`src/rtl/midi_pkg.sv`:
```
// Shared constants, message record and parser state type for the MIDI message parser.
package midi_pkg;

    localparam logic [3:0] CMD_NOTE_OFF = 4'h8;
    localparam logic [3:0] CMD_NOTE_ON  = 4'h9;
    localparam logic [3:0] CMD_POLY_AT  = 4'hA;
    localparam logic [3:0] CMD_CTRL     = 4'hB;
    localparam logic [3:0] CMD_PROGRAM  = 4'hC;
    localparam logic [3:0] CMD_CHAN_AT  = 4'hD;
    localparam logic [3:0] CMD_PITCH    = 4'hE;

    localparam logic [7:0] SYS_SYSEX    = 8'hF0;
    localparam logic [7:0] SYS_MTC      = 8'hF1;
    localparam logic [7:0] SYS_SONG_POS = 8'hF2;
    localparam logic [7:0] SYS_SONG_SEL = 8'hF3;
    localparam logic [7:0] SYS_EOX      = 8'hF7;
    localparam logic [7:0] RT_MIN       = 8'hF8;
    localparam logic [7:0] RT_SENSE     = 8'hFE;

    localparam logic [6:0] NOTE_OFF_VEL = 7'h40;

    typedef struct packed {
        logic [7:0] status;
        logic [6:0] d1;
        logic [6:0] d2;
    } midi_msg_t;

    typedef enum logic [2:0] {
        ST_IDLE,
        ST_DATA1,
        ST_DATA2,
        ST_SKIP,
        ST_SYSEX
    } parser_state_t;

    function automatic logic [1:0] data_len(input logic [3:0] cmd);
        case (cmd)
            CMD_PROGRAM, CMD_CHAN_AT: return 2'd1;
            CMD_NOTE_OFF, CMD_NOTE_ON, CMD_POLY_AT, CMD_CTRL, CMD_PITCH: return 2'd2;
            default: return 2'd2;
        endcase
    endfunction

endpackage

```
`src/rtl/midi_msg_fifo.sv`:
```
// Small synchronous message FIFO; the head entry is read straight from the storage registers.
module midi_msg_fifo #(
    parameter int DEPTH = 4,
    parameter int W     = 22
) (
    input  logic         clk,
    input  logic         reset_n,
    input  logic         push,
    input  logic [W-1:0] push_data,
    input  logic         pop,
    output logic [W-1:0] head,
    output logic         full,
    output logic         empty
);
    localparam int AW = $clog2(DEPTH);

    logic [W-1:0] mem_q [DEPTH];
    logic [W-1:0] mem_d [DEPTH];
    logic [AW:0]  wr_q, wr_d, rd_q, rd_d;
    logic         do_push, do_pop;

    // Pointers carry one extra wrap bit so full and empty are distinguishable.
    assign full    = (wr_q[AW] != rd_q[AW]) && (wr_q[AW-1:0] == rd_q[AW-1:0]);
    assign empty   = (wr_q == rd_q);
    assign do_push = push && (!full || pop);
    assign do_pop  = pop && !empty;
    assign head    = mem_q[rd_q[AW-1:0]];

    always_comb begin
        mem_d = mem_q;
        wr_d  = wr_q;
        rd_d  = rd_q;
        if (do_push) begin
            mem_d[wr_q[AW-1:0]] = push_data;
            wr_d = wr_q + {{AW{1'b0}}, 1'b1};
        end
        if (do_pop) begin
            rd_d = rd_q + {{AW{1'b0}}, 1'b1};
        end
    end

    always_ff @(posedge clk or negedge reset_n) begin
        if (!reset_n) begin
            for (int i = 0; i < DEPTH; i++) mem_q[i] <= '0;
            wr_q <= '0;
            rd_q <= '0;
        end else begin
            mem_q <= mem_d;
            wr_q  <= wr_d;
            rd_q  <= rd_d;
        end
    end

endmodule

```
`src/rtl/midi_msg_parser.sv`:
```
// Parses a raw MIDI byte stream into complete channel messages queued in a message FIFO.
// Build option MIDI_ACTIVE_SENSE_EN adds the active-sense timeout that emits a synthetic all-off {FE,00,00}.
module midi_msg_parser
    import midi_pkg::*;
#(
    parameter int DEPTH    = 4,
    parameter int CLK_HZ   = 24_000_000,
    parameter int SENSE_MS = 300
) (
    input  logic       clk,
    input  logic       reset_n,
    input  logic [7:0] in_data,
    input  logic       in_valid,
    output logic       in_ready,
    output logic [7:0] out_status,
    output logic [6:0] out_data1,
    output logic [6:0] out_data2,
    output logic       out_valid,
    input  logic       out_ready,
    output logic       sysex_busy
);
    parser_state_t state_q, state_d;
    logic [7:0]    rs_q, rs_d;
    logic [6:0]    d1_q, d1_d;
    logic [1:0]    skip_q, skip_d;
    logic          rdy_en_q;
    logic          accept, emit, push, full, empty;
    midi_msg_t     emit_msg, push_msg, head;

    assign accept     = in_valid && in_ready;
    assign sysex_busy = (state_q == ST_SYSEX);

    // rs_q == 0 means "no running status"; any valid channel status has bit 7 set.
    always_comb begin
        state_d  = state_q;
        rs_d     = rs_q;
        d1_d     = d1_q;
        skip_d   = skip_q;
        emit     = 1'b0;
        emit_msg = '0;
        if (accept && in_data < RT_MIN) begin
            if (in_data[7]) begin
                if (in_data < SYS_SYSEX) begin
                    rs_d    = in_data;
                    state_d = ST_DATA1;
                end else begin
                    case (in_data)
                        SYS_SYSEX: begin
                            rs_d    = '0;
                            state_d = ST_SYSEX;
                        end
                        SYS_MTC, SYS_SONG_SEL: begin
                            rs_d    = '0;
                            skip_d  = 2'd1;
                            state_d = ST_SKIP;
                        end
                        SYS_SONG_POS: begin
                            skip_d  = 2'd2;
                            state_d = ST_SKIP;
                        end
                        default: begin
                            rs_d    = '0;
                            state_d = ST_IDLE;
                        end
                    endcase
                end
            end else begin
                case (state_q)
                    ST_IDLE, ST_DATA1: begin
                        if (state_q == ST_DATA1 || rs_q[7]) begin
                            d1_d = in_data[6:0];
                            if (data_len(rs_q[7:4]) == 2'd1) begin
                                emit            = 1'b1;
                                emit_msg.status = rs_q;
                                emit_msg.d1     = in_data[6:0];
                                state_d         = ST_IDLE;
                            end else begin
                                state_d = ST_DATA2;
                            end
                        end
                    end
                    ST_DATA2: begin
                        emit            = 1'b1;
                        emit_msg.status = rs_q;
                        emit_msg.d1     = d1_q;
                        emit_msg.d2     = in_data[6:0];
                        state_d         = ST_IDLE;
                    end
                    ST_SKIP: begin
                        skip_d = skip_q - 2'd1;
                        if (skip_q <= 2'd1) state_d = ST_IDLE;
                    end
                    default: ;
                endcase
            end
        end
        if (emit && rs_q[7:4] == CMD_NOTE_ON && emit_msg.d2 == 7'd0) begin
            emit_msg.status = {CMD_NOTE_OFF, rs_q[3:0]};
            emit_msg.d2     = NOTE_OFF_VEL;
        end
    end

    always_ff @(posedge clk or negedge reset_n) begin
        if (!reset_n) begin
            state_q  <= ST_IDLE;
            rs_q     <= '0;
            d1_q     <= '0;
            skip_q   <= '0;
            rdy_en_q <= 1'b0;
        end else begin
            state_q  <= state_d;
            rs_q     <= rs_d;
            d1_q     <= d1_d;
            skip_q   <= skip_d;
            rdy_en_q <= 1'b1;
        end
    end

`ifdef MIDI_ACTIVE_SENSE_EN
    localparam int        SENSE_TICKS = CLK_HZ / 1000 * SENSE_MS;
    localparam int        TW          = $clog2(SENSE_TICKS + 1);
    localparam midi_msg_t SENSE_MSG   = '{status: RT_SENSE, d1: 7'd0, d2: 7'd0};

    logic          armed_q, armed_d, pend_q, pend_d, syn_push;
    logic [TW-1:0] tmr_q, tmr_d;

    // A pending synthetic message blocks input, so it never collides with a parser push.
    always_comb begin
        armed_d  = armed_q;
        pend_d   = pend_q;
        tmr_d    = tmr_q;
        syn_push = 1'b0;
        if (pend_q && !full) begin
            syn_push = 1'b1;
            pend_d   = 1'b0;
        end
        if (accept && (armed_q || in_data == RT_SENSE)) begin
            armed_d = 1'b1;
            tmr_d   = '0;
        end else if (armed_q) begin
            if (tmr_q == TW'(SENSE_TICKS - 1)) begin
                armed_d = 1'b0;
                pend_d  = 1'b1;
                tmr_d   = '0;
            end else begin
                tmr_d = tmr_q + TW'(1);
            end
        end
    end

    always_ff @(posedge clk or negedge reset_n) begin
        if (!reset_n) begin
            armed_q <= 1'b0;
            pend_q  <= 1'b0;
            tmr_q   <= '0;
        end else begin
            armed_q <= armed_d;
            pend_q  <= pend_d;
            tmr_q   <= tmr_d;
        end
    end

    assign in_ready = rdy_en_q && !full && !pend_q;
    assign push     = syn_push || emit;
    assign push_msg = syn_push ? SENSE_MSG : emit_msg;
`else
    assign in_ready = rdy_en_q && !full;
    assign push     = emit;
    assign push_msg = emit_msg;

    // Timer parameters only shape hardware in the active-sense build.
    if (CLK_HZ / 1000 * SENSE_MS < 1) begin : g_sense_cfg_unused
    end
`endif

    midi_msg_fifo #(
        .DEPTH (DEPTH),
        .W     ($bits(midi_msg_t))
    ) u_fifo (
        .clk       (clk),
        .reset_n   (reset_n),
        .push      (push),
        .push_data (push_msg),
        .pop       (out_ready && !empty),
        .head      (head),
        .full      (full),
        .empty     (empty)
    );

    assign out_valid  = !empty;
    assign out_status = head.status;
    assign out_data1  = head.d1;
    assign out_data2  = head.d2;

endmodule

```
`config.mk`:
```
export PLATFORM = sky130hd
export DESIGN_NAME = midi_msg_parser
export DESIGN_NICKNAME = d
export VERILOG_FILES = /design/src/rtl/midi_pkg.sv /design/src/rtl/midi_msg_fifo.sv /design/src/rtl/midi_msg_parser.sv
export SDC_FILE = /design/constraint.sdc
export NUM_CORES = 1
export LEC_CHECK = 0
export CAP_MARGIN = 10
export CORE_MARGIN = 2
export CORE_UTILIZATION = 55
export DETAILED_ROUTE_END_ITERATION = 16
export GPL_ROUTABILITY_DRIVEN = 0
export GPL_TIMING_DRIVEN = 0
export PLACE_DENSITY_LB_ADDON = 0.25
export SYNTH_ARGS = -nofsm -noshare
export SYNTH_HDL_FRONTEND = slang
export SYNTH_SLANG_ARGS = --single-unit
export TNS_END_PERCENT = 20
```
`constraint.sdc`:
```
create_clock -name clk -period 4.5 [get_ports clk]
set_clock_uncertainty 0.2 [all_clocks]
set_input_delay 0.45 -clock clk [delete_from_list [all_inputs] [get_ports clk]]
set_output_delay 0.45 -clock clk [all_outputs]
set_load 0.05 [all_outputs]
```
==> metrics.md <==
| Metric | Value |
|---|---|
| Placeable Area | `0.0107 mm2` |
| Worst-case clock buffer depth | `2` |
| Cell Rows | `38` |
| DR pass1 iterations | `4` |
| # IOs | `37` |
| Post-synth EDFFs | `0` |
| Cells resized by post-CTS repair | `0` |
| Initial DRC count | `191` |
| Status | `finished clean` |
| Synth Area per Inst | `15.1 um2` |
| Nets | `471` |
| Starting density of the core | `55.8%` |
| FMAX | `291 MHz` |
| DR DRC count | `0` |
| Final number of setup-violating endpoints | `0` |
| Area delta synth->final | `19.4%` |
| Global route overflow | `0` |
| Worst R2R Start | `state_q[0]` |
| Ys Warns | `0` |
| Placed inst area | `0.00653 mm2` |
| Root Buffer | `clkbuf_8` |
| Fraction of registers with async set/reset | `100%` |
| Required time worst endpoint | `3.85 ns` |
| Worst Path Max Fanout | `10` |
| Post-synth net total | `414` |
| Synth cell types | `54` |
| Tmin final | `3.44 ns` |
| Clock transition at path regs | `0.06 ns` |
| Post-synthesis instance total | `396` |
| Hold_ws | `0.291 ns` |
| RR Endpoint | `u_fifo.mem_q[79]` |
| Vias in the first global route | `3682` |
| Worst Tran Pin Value | `0.717 ns` |
| TritonCTS clock tree | `yes` |
| Total power divided by cell area | `608 mW/mm2` |
| Slew Limit Fails | `0` |
| First-pass GRT wire length | `20300 um` |
| Slack of the worst reg-to-reg path | `2.05 ns` |
| CTS Buf Count | `17` |
| Share of layout cells above drive strength 1 | `38.8%` |
| Seq/Total Area, Yosys | `48.2%` |
| Drt total wl | `12500 um` |
| RSZ-0062 raised after global routing | `no` |
| Vias/cell | `5.89` |
| Most used DFF post-synth | `dfrtp_1` |
| Class of the most critical hold timing path | `input port to asynchronous set/reset pin` |
| Startpoint types | `register` |
| Final Hold Fails | `0` |
| Antenna viol nets, final | `0` |
| Design Area, Final | `0.00712 mm2` |
| CTS H-tree depth | `4` |
| Antenna violations before repair | `0` |
| Worst path arrival time | `2.79 ns` |
| Leading cell types in the layout, fill and taps excluded | `dfrtp_1 (115), mux2_4 (79), clkdlybuf4s50_1 (35)` |
| DR WL/cell | `20.7 um` |
| Slew margin rel. | `52.2%` |
| Die ar. | `0.0117 mm2` |
| Fraction of the cycle the final worst path needs | `76.4%` |
| Die height | `108 um` |
| Die X | `108 um` |
| Largest net degree at the start of global routing | `68` |
| Cells on worst reg2reg path | `6` |
| VDD IR-drop max | `0.000321 V` |
| FF+latch count, synth | `115` |
| Total GRT Usage | `23.9%` |
| Vias | `3568` |
| Commonest non-fill, non-tap cell in the layout | `dfrtp_1` |
| Clock latency on the worst-skew pair | `0.53 ns` |
| Filler cells | `773` |
| Mapped cell area | `0.00597 mm2` |
| Crit path kind | `register to output pin` |
| Crit. End Element | `output pin` |
| Post-DP HPWL | `8140 um` |
| # diodes | `0` |
| Clock sinks | `115` |
| Buffers on Ports | `36` |
| Static Leak | `3.21 nW` |
| Max-cap viol count | `0` |
-- per-layer routing --
metal	global-route usage [%]	up-vias	share of wire, %
met4	11.3	0	1.8
met2	35.8	108	48
met1	32.8	1858	44
li1	-	1579	-
met5	0	-	0
met3	6.27	23	5.6
-- worst max-delay path: stages (launching register included) --
cell and delay [ns]:
dfrtp_1 0.36, buf_6 0.16, clkbuf_1 0.56, mux4_2 0.37, clkdlybuf4s50_1 0.81
-- per-stage QoR --
step | setup slack [ns] | total power, mW | setup TNS, ns | std cells | util (%)
2_1_floorplan | 2.26 | 2.60 | 0 | 396 | -
3_3_place_gp | -1.55 | 2.96 | -176.95 | 572 | 60.8
3_5_place_dp | 1.61 | 3.00 | 0 | 573 | 61.0
4_1_cts | 1.04 | 4.35 | 0 | 606 | 66.6
5_1_grt | 0.982 | 4.54 | 0 | 606 | 66.6
6_report | 1.06 | 4.33 | 0 | 606 | 66.6
-- logic make-up after synthesis --
group                      Yosys count  share of synthesized area (%)
buffers and inverters               44                           5.79
xor gates and xnor gates             7                           1.34
AOI/OAI and AO/OA                   43                           5.45
DFF                                115                           48.2
other                                1                         0.0628
and+or+nand+nor                     58                           5.91
muxes                              122                           32.0
adders and majority gates            6                           1.26
-- report_power, final --
group	switching (mW)	total (mW)	leakage (nW)	internal [mW]
Combinational	0.809	1.52	1.41	0.714
Clock	0.464	1.33	0.288	0.868
Sequential	0.187	1.47	1.52	1.29
Total	1.46	4.33	3.21	2.87
-- flip-flops by register name (all words and copies together) (netlist names) --
register	count
rs_q	8
u_fifo.rd_q	3
skip_q	2
rdy_en_q	1
u_fifo.mem_q	88
d1_q	7
u_fifo.wr_q	3
state_q	3
-- repair_timing --
item | 4_1_cts | 5_1_grt
setup buffers | 0 | 0
endpoints found under the hold margin | 48 | 0
hold buffers | 1 | 0
-- worst max-delay path by stage --
| stage | start | to | slack (ns) | cells past startpoint |
|---|---|---|---|---|
| detailed placement | u_fifo.rd_q[1] | out_data2[6] | 1.61 | 4 |
| global placement | reset_n | u_fifo.mem_q[31] | -1.55 | 1 |
| CTS | u_fifo.rd_q[1] | out_data2[6] | 1.04 | 4 |
| global route | u_fifo.rd_q[1] | out_data2[6] | 0.98 | 4 |
| floorplan | state_q[0] | sysex_busy | 2.26 | 2 |
| finish | u_fifo.rd_q[1] | out_data2[6] | 1.06 | 4 |
-- cell type report --
class	count	area [um2]	area share [%]
sequential	115	2880	40.4
multi-input combinational	237	2740	38.5
tap	140	175	2.46
clock buffer	22	453	6.36
timing repair buffer	38	395	5.55
inverter	18	67.6	0.949
buffer	26	278	3.90
clock inverter	10	131	1.84
-- cell usage after synthesis, types with 5 or more instances --
library cell	number	area share, %
dfrtp_1	115	48
mux2_4	79	20
mux4_2	22	8.3
inv_1	18	1.1
mux2_2	12	2.3
nand2_1	11	0.69
nor2_1	10	0.63
mux2i_1	9	1.5
buf_6	8	1.5
a32oi_1	7	1.0
and2_1	7	0.73
nand3_1	7	0.59
a21oi_1	6	0.50
a31oi_1	6	0.63
ha_1	6	1.3
o21ai_0	5	0.42
(Power assumes the default switching activity.)
